`config.mk`:
```
export PLATFORM = sky130hd
export DESIGN_NAME = keypad_encoder
export DESIGN_NICKNAME = d
export VERILOG_FILES = /design/src/rtl/keypad_encoder.sv
export SDC_FILE = /design/constraint.sdc
export NUM_CORES = 1
export LEC_CHECK = 0
export BUFFER_PORTS_ARGS = -buffer_cell sky130_fd_sc_hd__buf_4
export CAP_MARGIN = 20
export CORE_MARGIN = 5
export CORE_UTILIZATION = 40
export DETAILED_ROUTE_END_ITERATION = 8
export GPL_TIMING_DRIVEN = 0
export PLACE_DENSITY = 0.69
export SLEW_MARGIN = 20
export SYNTH_ARGS = -nofsm -noshare
export SYNTH_HDL_FRONTEND = slang
export SYNTH_SLANG_ARGS = --single-unit
export TNS_END_PERCENT = 30
```
`constraint.sdc`:
```
create_clock -name sw_clk -period 4 [get_ports sw_clk]
set_input_delay 0 -clock sw_clk [delete_from_list [all_inputs] [get_ports sw_clk]]
set_output_delay 0 -clock sw_clk [all_outputs]
set_load 0.01 [all_outputs]
```
`src/rtl/keypad_encoder.sv`:
```
// 4x4 keypad scanner/encoder: rotates active-low rows, debounces press and release,
// then emits the key code with a strobe. Define KEYPAD_REPEAT_EN for held-key auto-repeat.
`timescale 1ns/1ps
module keypad_encoder #(
    parameter int SCAN_DIV   = 1000,
    parameter int DEBOUNCE   = 8,
    parameter int STROBE_LEN = 4,
    parameter int REPEAT_DLY = 250
) (
    input  logic       sw_clk,
    input  logic       rst,
    input  logic [3:0] col_in,
    output logic [3:0] row_out,
    output logic [4:0] eBCD,
    output logic [1:0] o_dbg_state
);
    localparam int SLOT_W = (SCAN_DIV > 1) ? $clog2(SCAN_DIV) : 1;
    localparam int DB_W   = $clog2(DEBOUNCE + 1);
    localparam int STB_W  = $clog2(STROBE_LEN + 1);
    localparam logic [SLOT_W-1:0] SLOT_LAST = SLOT_W'(SCAN_DIV - 1);
    localparam logic [DB_W-1:0]   DB_LAST   = DB_W'(DEBOUNCE - 1);
    localparam logic [DB_W-1:0]   DB_MAX    = DB_W'(DEBOUNCE);
    localparam logic [STB_W-1:0]  STB_LAST  = STB_W'(STROBE_LEN);

    typedef enum logic [1:0] {S_SCAN, S_DEBOUNCE, S_EMIT, S_RELEASE} state_t;

    state_t            r_state, w_next;
    logic [3:0]        r_sync1, r_sync2, r_cand, r_code;
    logic [SLOT_W-1:0] r_slot;
    logic [1:0]        r_row, w_col;
    logic [DB_W-1:0]   r_db_cnt, r_rel_cnt;
    logic [STB_W-1:0]  r_stb_cnt;
    logic              r_strobe, w_sample, w_one_low;
`ifdef KEYPAD_REPEAT_EN
    localparam int REP_W = $clog2(REPEAT_DLY + 1);
    localparam logic [REP_W-1:0] REP_LAST = REP_W'(REPEAT_DLY - 1);
    logic [REP_W-1:0]  r_rep_cnt;
`endif

    assign w_sample = (r_slot == SLOT_LAST);

    // A usable sample has exactly one column pulled low.
    always_comb begin
        w_one_low = 1'b1;
        w_col     = 2'd0;
        case (r_sync2)
            4'b1110: w_col = 2'd0;
            4'b1101: w_col = 2'd1;
            4'b1011: w_col = 2'd2;
            4'b0111: w_col = 2'd3;
            default: w_one_low = 1'b0;
        endcase
    end

    always_ff @(posedge sw_clk or negedge rst) begin
        if (!rst) r_state <= S_SCAN;
        else      r_state <= w_next;
    end

    always_comb begin
        w_next = r_state;
        case (r_state)
            S_SCAN: if (w_sample && w_one_low) w_next = (DEBOUNCE <= 1) ? S_EMIT : S_DEBOUNCE;
            S_DEBOUNCE: if (w_sample) begin
                if (r_sync2 != r_cand)       w_next = S_SCAN;
                else if (r_db_cnt >= DB_LAST) w_next = S_EMIT;
            end
            S_EMIT: if (r_strobe && r_stb_cnt == STB_LAST) w_next = S_RELEASE;
            S_RELEASE: if (w_sample) begin
                if (r_sync2 == 4'hF) begin
                    if (r_rel_cnt >= DB_LAST) w_next = S_SCAN;
                end
`ifdef KEYPAD_REPEAT_EN
                else if (r_rep_cnt >= REP_LAST) w_next = S_EMIT;
`endif
            end
            default: w_next = S_SCAN;
        endcase
    end

    always_ff @(posedge sw_clk or negedge rst) begin
        if (!rst) begin
            r_sync1   <= 4'hF;
            r_sync2   <= 4'hF;
            r_slot    <= '0;
            r_row     <= 2'd0;
            r_cand    <= 4'hF;
            r_code    <= 4'h0;
            r_db_cnt  <= '0;
            r_rel_cnt <= '0;
            r_stb_cnt <= '0;
            r_strobe  <= 1'b0;
`ifdef KEYPAD_REPEAT_EN
            r_rep_cnt <= '0;
`endif
        end else begin
            r_sync1 <= col_in;
            r_sync2 <= r_sync1;
            r_slot  <= w_sample ? '0 : r_slot + SLOT_W'(1);
            case (r_state)
                S_SCAN: if (w_sample) begin
                    if (w_one_low) begin
                        r_cand   <= r_sync2;
                        r_db_cnt <= DB_W'(1);
                    end else begin
                        r_row <= r_row + 2'd1;
                    end
                end
                S_DEBOUNCE: if (w_sample) begin
                    if (r_sync2 != r_cand)   r_row    <= r_row + 2'd1;
                    else if (r_db_cnt != DB_MAX) r_db_cnt <= r_db_cnt + DB_W'(1);
                end
                S_EMIT: begin
                    r_rel_cnt <= '0;
`ifdef KEYPAD_REPEAT_EN
                    r_rep_cnt <= '0;
`endif
                    // Code is already valid this cycle; the strobe follows one cycle later.
                    if (!r_strobe) begin
                        r_strobe  <= 1'b1;
                        r_stb_cnt <= STB_W'(1);
                    end else if (r_stb_cnt == STB_LAST) begin
                        r_strobe  <= 1'b0;
                    end else begin
                        r_stb_cnt <= r_stb_cnt + STB_W'(1);
                    end
                end
                S_RELEASE: if (w_sample) begin
                    if (r_sync2 == 4'hF) begin
                        if (w_next == S_SCAN) begin
                            r_row     <= r_row + 2'd1;
                            r_rel_cnt <= '0;
                        end else begin
                            r_rel_cnt <= r_rel_cnt + DB_W'(1);
                        end
`ifdef KEYPAD_REPEAT_EN
                        r_rep_cnt <= '0;
`endif
                    end else begin
                        r_rel_cnt <= '0;
`ifdef KEYPAD_REPEAT_EN
                        r_rep_cnt <= (w_next == S_EMIT) ? '0 : r_rep_cnt + REP_W'(1);
`endif
                    end
                end
                default: ;
            endcase
            if ((r_state == S_SCAN || r_state == S_DEBOUNCE) && w_next == S_EMIT)
                r_code <= {r_row, w_col};
        end
    end

    always_comb begin
        row_out     = ~(4'b0001 << r_row);
        eBCD        = {r_strobe, r_code};
        o_dbg_state = r_state;
    end
endmodule

```
**Yosys cells after proc, flatten, opt, wreduce, memory -nomap -nowiden**

Cells that the tools add are included.

- Add/sub/neg operators: 5
- Magnitude comparators: 2
- Equal/unequal tests: 24
- Shift operators: 1
- Muxes and demuxes: 34
- Bitwise gates (word level): 1
- Reduce and logical (&&, ||, !) cells: 15

Operators with widths:

| kind | number |
|---|---|
| two-way mux 4 bit | 8 |
| two-way mux 2 bit | 15 |
| != test 2 bit, second input constant | 11 |
| equality test 4 bit, second input constant | 4 |
| case mux 4 bit (2 select lines) | 2 |
| case mux 2 bit (3 select lines) | 2 |
| adder 10 x 1 -> 10 bit, second input constant | 1 |
| equality test 10 bit, second input constant | 1 |
| two-way mux 10 bit | 1 |
| adder 4 x 1 -> 4 bit, second input constant | 2 |
| >= comparator 4 x 3 -> 1 bit, second input constant | 2 |
| case mux 2 bit (4 select lines) | 1 |
| AND reduction 8 bit | 1 |
| equality test 2 bit, second input constant | 3 |
| two-way mux 3 bit | 2 |
| AND reduction 6 bit | 1 |
| equality test 4 x 3 -> 1 bit, second input constant | 1 |
| logical NOT 2 bit | 2 |
| != test 4 bit | 1 |
| != test 4 bit, second input constant | 1 |
| NOT 4 bit | 1 |
| AND reduction 2 bit | 2 |
| nonzero test 2 bit | 2 |
| OR reduction 4 bit | 1 |
| other kinds (10) | 14 |

- Register bits: 42
- Bits of input ports: 6
- Output and inout bits: 11
- Logic and storage cells: 93

**Logic depth before layout (Yosys ltp)**

- Depth in word-level cells: 11
- Depth in mapped cells: 7
- Gate-level depth less buffers: 7

**Least setup slack after synthesis**

No wires, ideal clock.

- Path type: reg-to-reg
- From: register r_sync2[1]
- To: register r_code[0]
- Data arrival time: 1.828 ns
- Slack: 2.048 ns
- Stages on the path, launching flop included: 7
- Path buffers: 1
- Cells stage by stage: dfstp_2 > buf_6 > xor2_1 > nor4_2 > nand3b_2 > nor3b_4 > mux2_2

- Longest elaborated chain between the ends: 8
- Elaborated cells between the ends (all ways): 18
- Those cells by class: eq/ne (7); mux (8); reduce/logical (3)

Ends and longest elaborated chain:

| item | RTL line | RTL |
|---|---|---|
| from (decl) | 28 | `logic [3:0] r_sync1, r_sync2, r_cand, r_code;` |
| from (signal assigned) | 98 | `r_sync2 <= r_sync1;` |
| equality test 4 x 3 -> 1 bit / equality test 4 bit (equally long branches) | 46 | `case (r_sync2)` |
| OR reduction 4 bit (no line) | -- |  |
| two-way mux 1 bit | 46 |  |
| logical AND 1 bit | 63 | `S_SCAN: if (w_sample && w_one_low) w_next = (DEBOUNCE <= 1) ? S_EMIT : S_DEBOUNCE;` |
| two-way mux 2 bit | 63 |  |
| case mux 2 bit (4 select lines) | 62 | `case (r_state)` |
| equality test 2 bit | 148 | `if ((r_state == S_SCAN \|\| r_state == S_DEBOUNCE) && w_next == S_EMIT)` |
| logical AND 1 bit | 148 |  |
| to (signal assigned) | 149 | `r_code <= {r_row, w_col};` |
| to (decl) | 28 |  |

Parallel ways exist; a longest one is shown, timed or not.
A chain may end at the register's enable or synchronous reset.

**Final worst setup path**

- From: register r_slot[0]
- To: register r_code[3]

- Longest elaborated chain between the ends: 6
- Elaborated cells between the ends (all ways): 8
- Those cells by class: eq/ne (2); mux (4); reduce/logical (2)

Ends and longest elaborated chain:

| item | RTL line | RTL |
|---|---|---|
| from (decl) | 29 | `logic [SLOT_W-1:0] r_slot;` |
| from (signal assigned) | 99 | `r_slot <= w_sample ? '0 : r_slot + SLOT_W'(1);` |
| equality test 10 bit (*) | 40 | `assign w_sample = (r_slot == SLOT_LAST);` |
| logical AND 1 bit | 63 |  |
| two-way mux 2 bit | 63 |  |
| case mux 2 bit (4 select lines) (*) | 62 |  |
| equality test 2 bit (*) | 148 |  |
| logical AND 1 bit (*) | 148 |  |

Mark *: on every way between the ends. The rest lies on a longest branch, timed or not.

==> flow_metrics.py <==
metrics = {
    "placement": {
        "port_buffers": 16,
        "place_congestion": 0.8045,
        "placed_area_sq_um": 2315,
        "place_hpwl_microns": 2609,
        "dp_worst_setup_slack_ns": 1.825,
        "place_inst": 280,
    },
    "layout": {
        "area_growth_pct": 16.15,
        "utilization_pct": 47.92,
        "fin_cells": 293,
        "fill_cells": 484,
        "layout_common_cells": "dfrtp_1 (30), nand2_1 (20), buf_4 (19), inv_1 (14), o21ai_0 (13)",
        "final_common_cell": "dfrtp_1",
        "num-nets-final": 238,
        "final_cell_area_sq_um": 2447,
        "diodes": 0,
        "layout-drive-gt1-share_pct": 26.46,
    },
    "power": {
        "pwr-share-clk_pct": 35.8,
        "power.share.sequential_pct": 59.9,
        "max-vdd-ir-drop_mv": 0.1502,
        "cellPowerDensity_nw_per_um2": 295.8,
        "pwr-share-comb_pct": 4.3,
        "internal_power_uw": 566.3,
        "p_leak_nw": 1.120,
        "switchingPower_uw": 157.6,
        "fin_total_pwr_uw": 723.9,
        "swShare_pct": 21.77,
    },
    "global_route": {
        "antenna_found_initial": 0,
        "grt_overflow_total": 0,
        "track_usage_pct": 12.43,
        "grt_pass1_vias": 1414,
        "grt_max_degree": 43,
        "grt_pass1_wl_microns": 6486,
    },
    "timing": {
        "rsz0062_at_grt": "no",
        "tightest_slew_ns": 0.5357,
        "finalMaxSlewViolations": 0,
        "period_minus_slack_ns": 2.204,
        "setup_viol": 0,
        "holdWs_ns": 0.2284,
        "fmax_mhz": 453.7,
        "fin_crit_sh_pct": 55.10,
        "setup_tns_ns": 0,
        "setup_slack_ns": 1.796,
        "hold_viol": 0,
        "clock-skew-final_ns": 0.009645,
        "maxSlewHeadroom_pct": 63.91,
    },
    "detailed_routing": {
        "drt_iter0_markers": 102,
        "drt_wl_total_microns": 3577,
        "wl_per_cell_microns": 12.21,
        "viasPerCell": 5.010,
        "vias": 1468,
        "first_pass_iters": 4,
        "route.detailed.drc": 0,
        "ant_nets": 0,
    },
    "worst_setup_path": {
        "ff2ff_setup_slack_ns": 1.80,
        "path_class": "reg2reg",
        "required_ns": 4.18,
        "cp_max_fo": 5,
        "start_kind": "flip-flop",
        "cp_slowest_stage_delay_ns": 0.38,
        "worst_setup_path_end_kind": "flip-flop",
        "r2r-start": "r_slot[0]",
        "ff2ff_path_depth": 6,
        "cp_slowest_cell": "dfrtp_1",
        "path_cells": "ha_1, nand4b_1, nor3b_1, nand2_1, nor3b_4, mux2_2",
        "cp.arrival_ns": 2.38,
        "r2r_end": "r_code[3]",
    },
    "floorplanning": {
        "ios": 17,
        "dieHeight_microns": 82.58,
        "die_area_sq_um": 6819,
        "core-area_sq_um": 5107,
        "initial_core_util_pct": 41.25,
        "rows": 26,
        "die-width_microns": 82.58,
    },
    "clocking": {
        "cts_buffers": 5,
        "cts_htree_levels": 2,
        "clock_path_buffers": 2,
        "cts_resized": 0,
        "ctsHoldBuffers": 5,
        "cts_tree": "yes",
        "cts_root_buf": "clkbuf_8",
        "cts_setup_buffers": 0,
        "clkTransAtPathRegs_ns": 0.08,
        "clk-insertion-delay-late_ns": 0.29,
        "clock-sinks": 42,
    },
    "synthesis": {
        "ys_async_sr_fraction_pct": 100.0,
        "synth.top_cell.area_share_pct": 35.63,
        "synth.area.top_cells": "dfrtp_1 (36%), dfstp_2 (15%), ha_1 (5.9%), mux2_2 (4.3%), nand2_1 (3.6%)",
        "syn_avg_cell_area_sq_um": 10.86,
        "synth_edf_count": 0,
        "yosys_register_bits": 42,
        "yosysUniqueCellTypes": 44,
        "synth_area_sq_um": 2107,
        "syn_nets": 210,
        "yosysSeqAreaShare_pct": 50.59,
        "synthCells": 194,
        "yosysWarningCount": 0,
        "yosys.area.top_type": "dfrtp_1",
        "ys.flop_type": "dfrtp_1",
    },
    "outcome": {
        "status": "finished clean",
    },
    "min_path": {
        "min_path_type": "in2async",
    },
    "flow_run": {
        "cap_viol_max_count": 0,
    },
}
-- worst max-delay path by stage --
stage                     startpoint        end  cells after the start
final                      r_slot[0]  r_code[3]                      6
after global routing       r_slot[0]  r_code[3]                      6
after CTS                  r_slot[0]  r_code[3]                      6
after detailed placement   r_slot[0]  r_code[3]                      6
after global placement     r_slot[0]  r_code[0]                      6
after floorplan           r_sync2[1]  r_code[0]                      6
-- power groups by stage --
stage	clock network [mW]	logic, mW	registers (mW)
after global placement	0	0.0274	0.442
after global routing	0.286	0.0351	0.434
final	0.259	0.0312	0.434
after detailed placement	0	0.0281	0.442
after CTS	0.271	0.0320	0.434
after floorplan	0	0.0134	0.441
-- layout make-up --
cell class	count	area, sq um	share of cell area [%]
buffer	7	47.55	1.943
clock buffer	6	72.57	2.965
clock inverter	2	10.01	0.4090
tap	70	87.58	3.579
multi-input combinational	131	940.9	38.45
inverter	14	52.55	2.147
timing repair buffer	21	170.2	6.953
sequential	42	1066	43.56
-- cells in the mapped netlist, drive strengths merged, types with 2 or more instances --
cell type	count
dfrtp	30
nand2	20
inv	14
o21ai	13
dfstp	12
ha	10
mux2	9
a21oi	8
and3	8
xor2	8
buf	6
nor2	6
nand3	5
nor2b	5
nand4b	4
xnor2	4
nand3b	3
nor3b	3
o41ai	3
and2	2
nand4	2
o211ai	2
o31ai	2
or3	2
-- state kept, by name (all words and copies together) (netlist names) --
| register | flops |
|---|---|
| r_slot | 10 |
| r_cand | 4 |
| r_code | 4 |
| r_db_cnt | 4 |
| r_rel_cnt | 4 |
| r_sync1 | 4 |
| r_sync2 | 4 |
| r_stb_cnt | 3 |
| o_dbg_state | 2 |
| r_row | 2 |
| r_strobe | 1 |
-- cells by family (layout without fill, tap and decap cells) --
logic type      after synthesis  in the layout  share of synthesized area (%)
compound gates               34             34                          9.977
xor+xnor                     12             12                          4.988
fa+ha+maj                    10             10                          5.938
buf+inv                      21             50                          4.750
flops                        42             42                          50.59
mux                           9              9                          4.988
simple gates                 66             66                          18.76
-- worst max-delay path: cells and delay by family, from the launching register on --
family / cells / cell delay (ns)
adders and majority gates: 1 / 0.22
and+or+nand+nor: 4 / 1.12
muxes: 1 / 0.38
DFF: 1 / 0.38
-- layer usage --
layer	track usage, %	wire length [microns]	up-vias
li1	-	-	725
met1	16.08	1671	707
met2	19.55	1665	28
met3	3.254	170	8
met4	5.392	70	0
met5	0	0	-
Power figures use the tool's default switching activity.
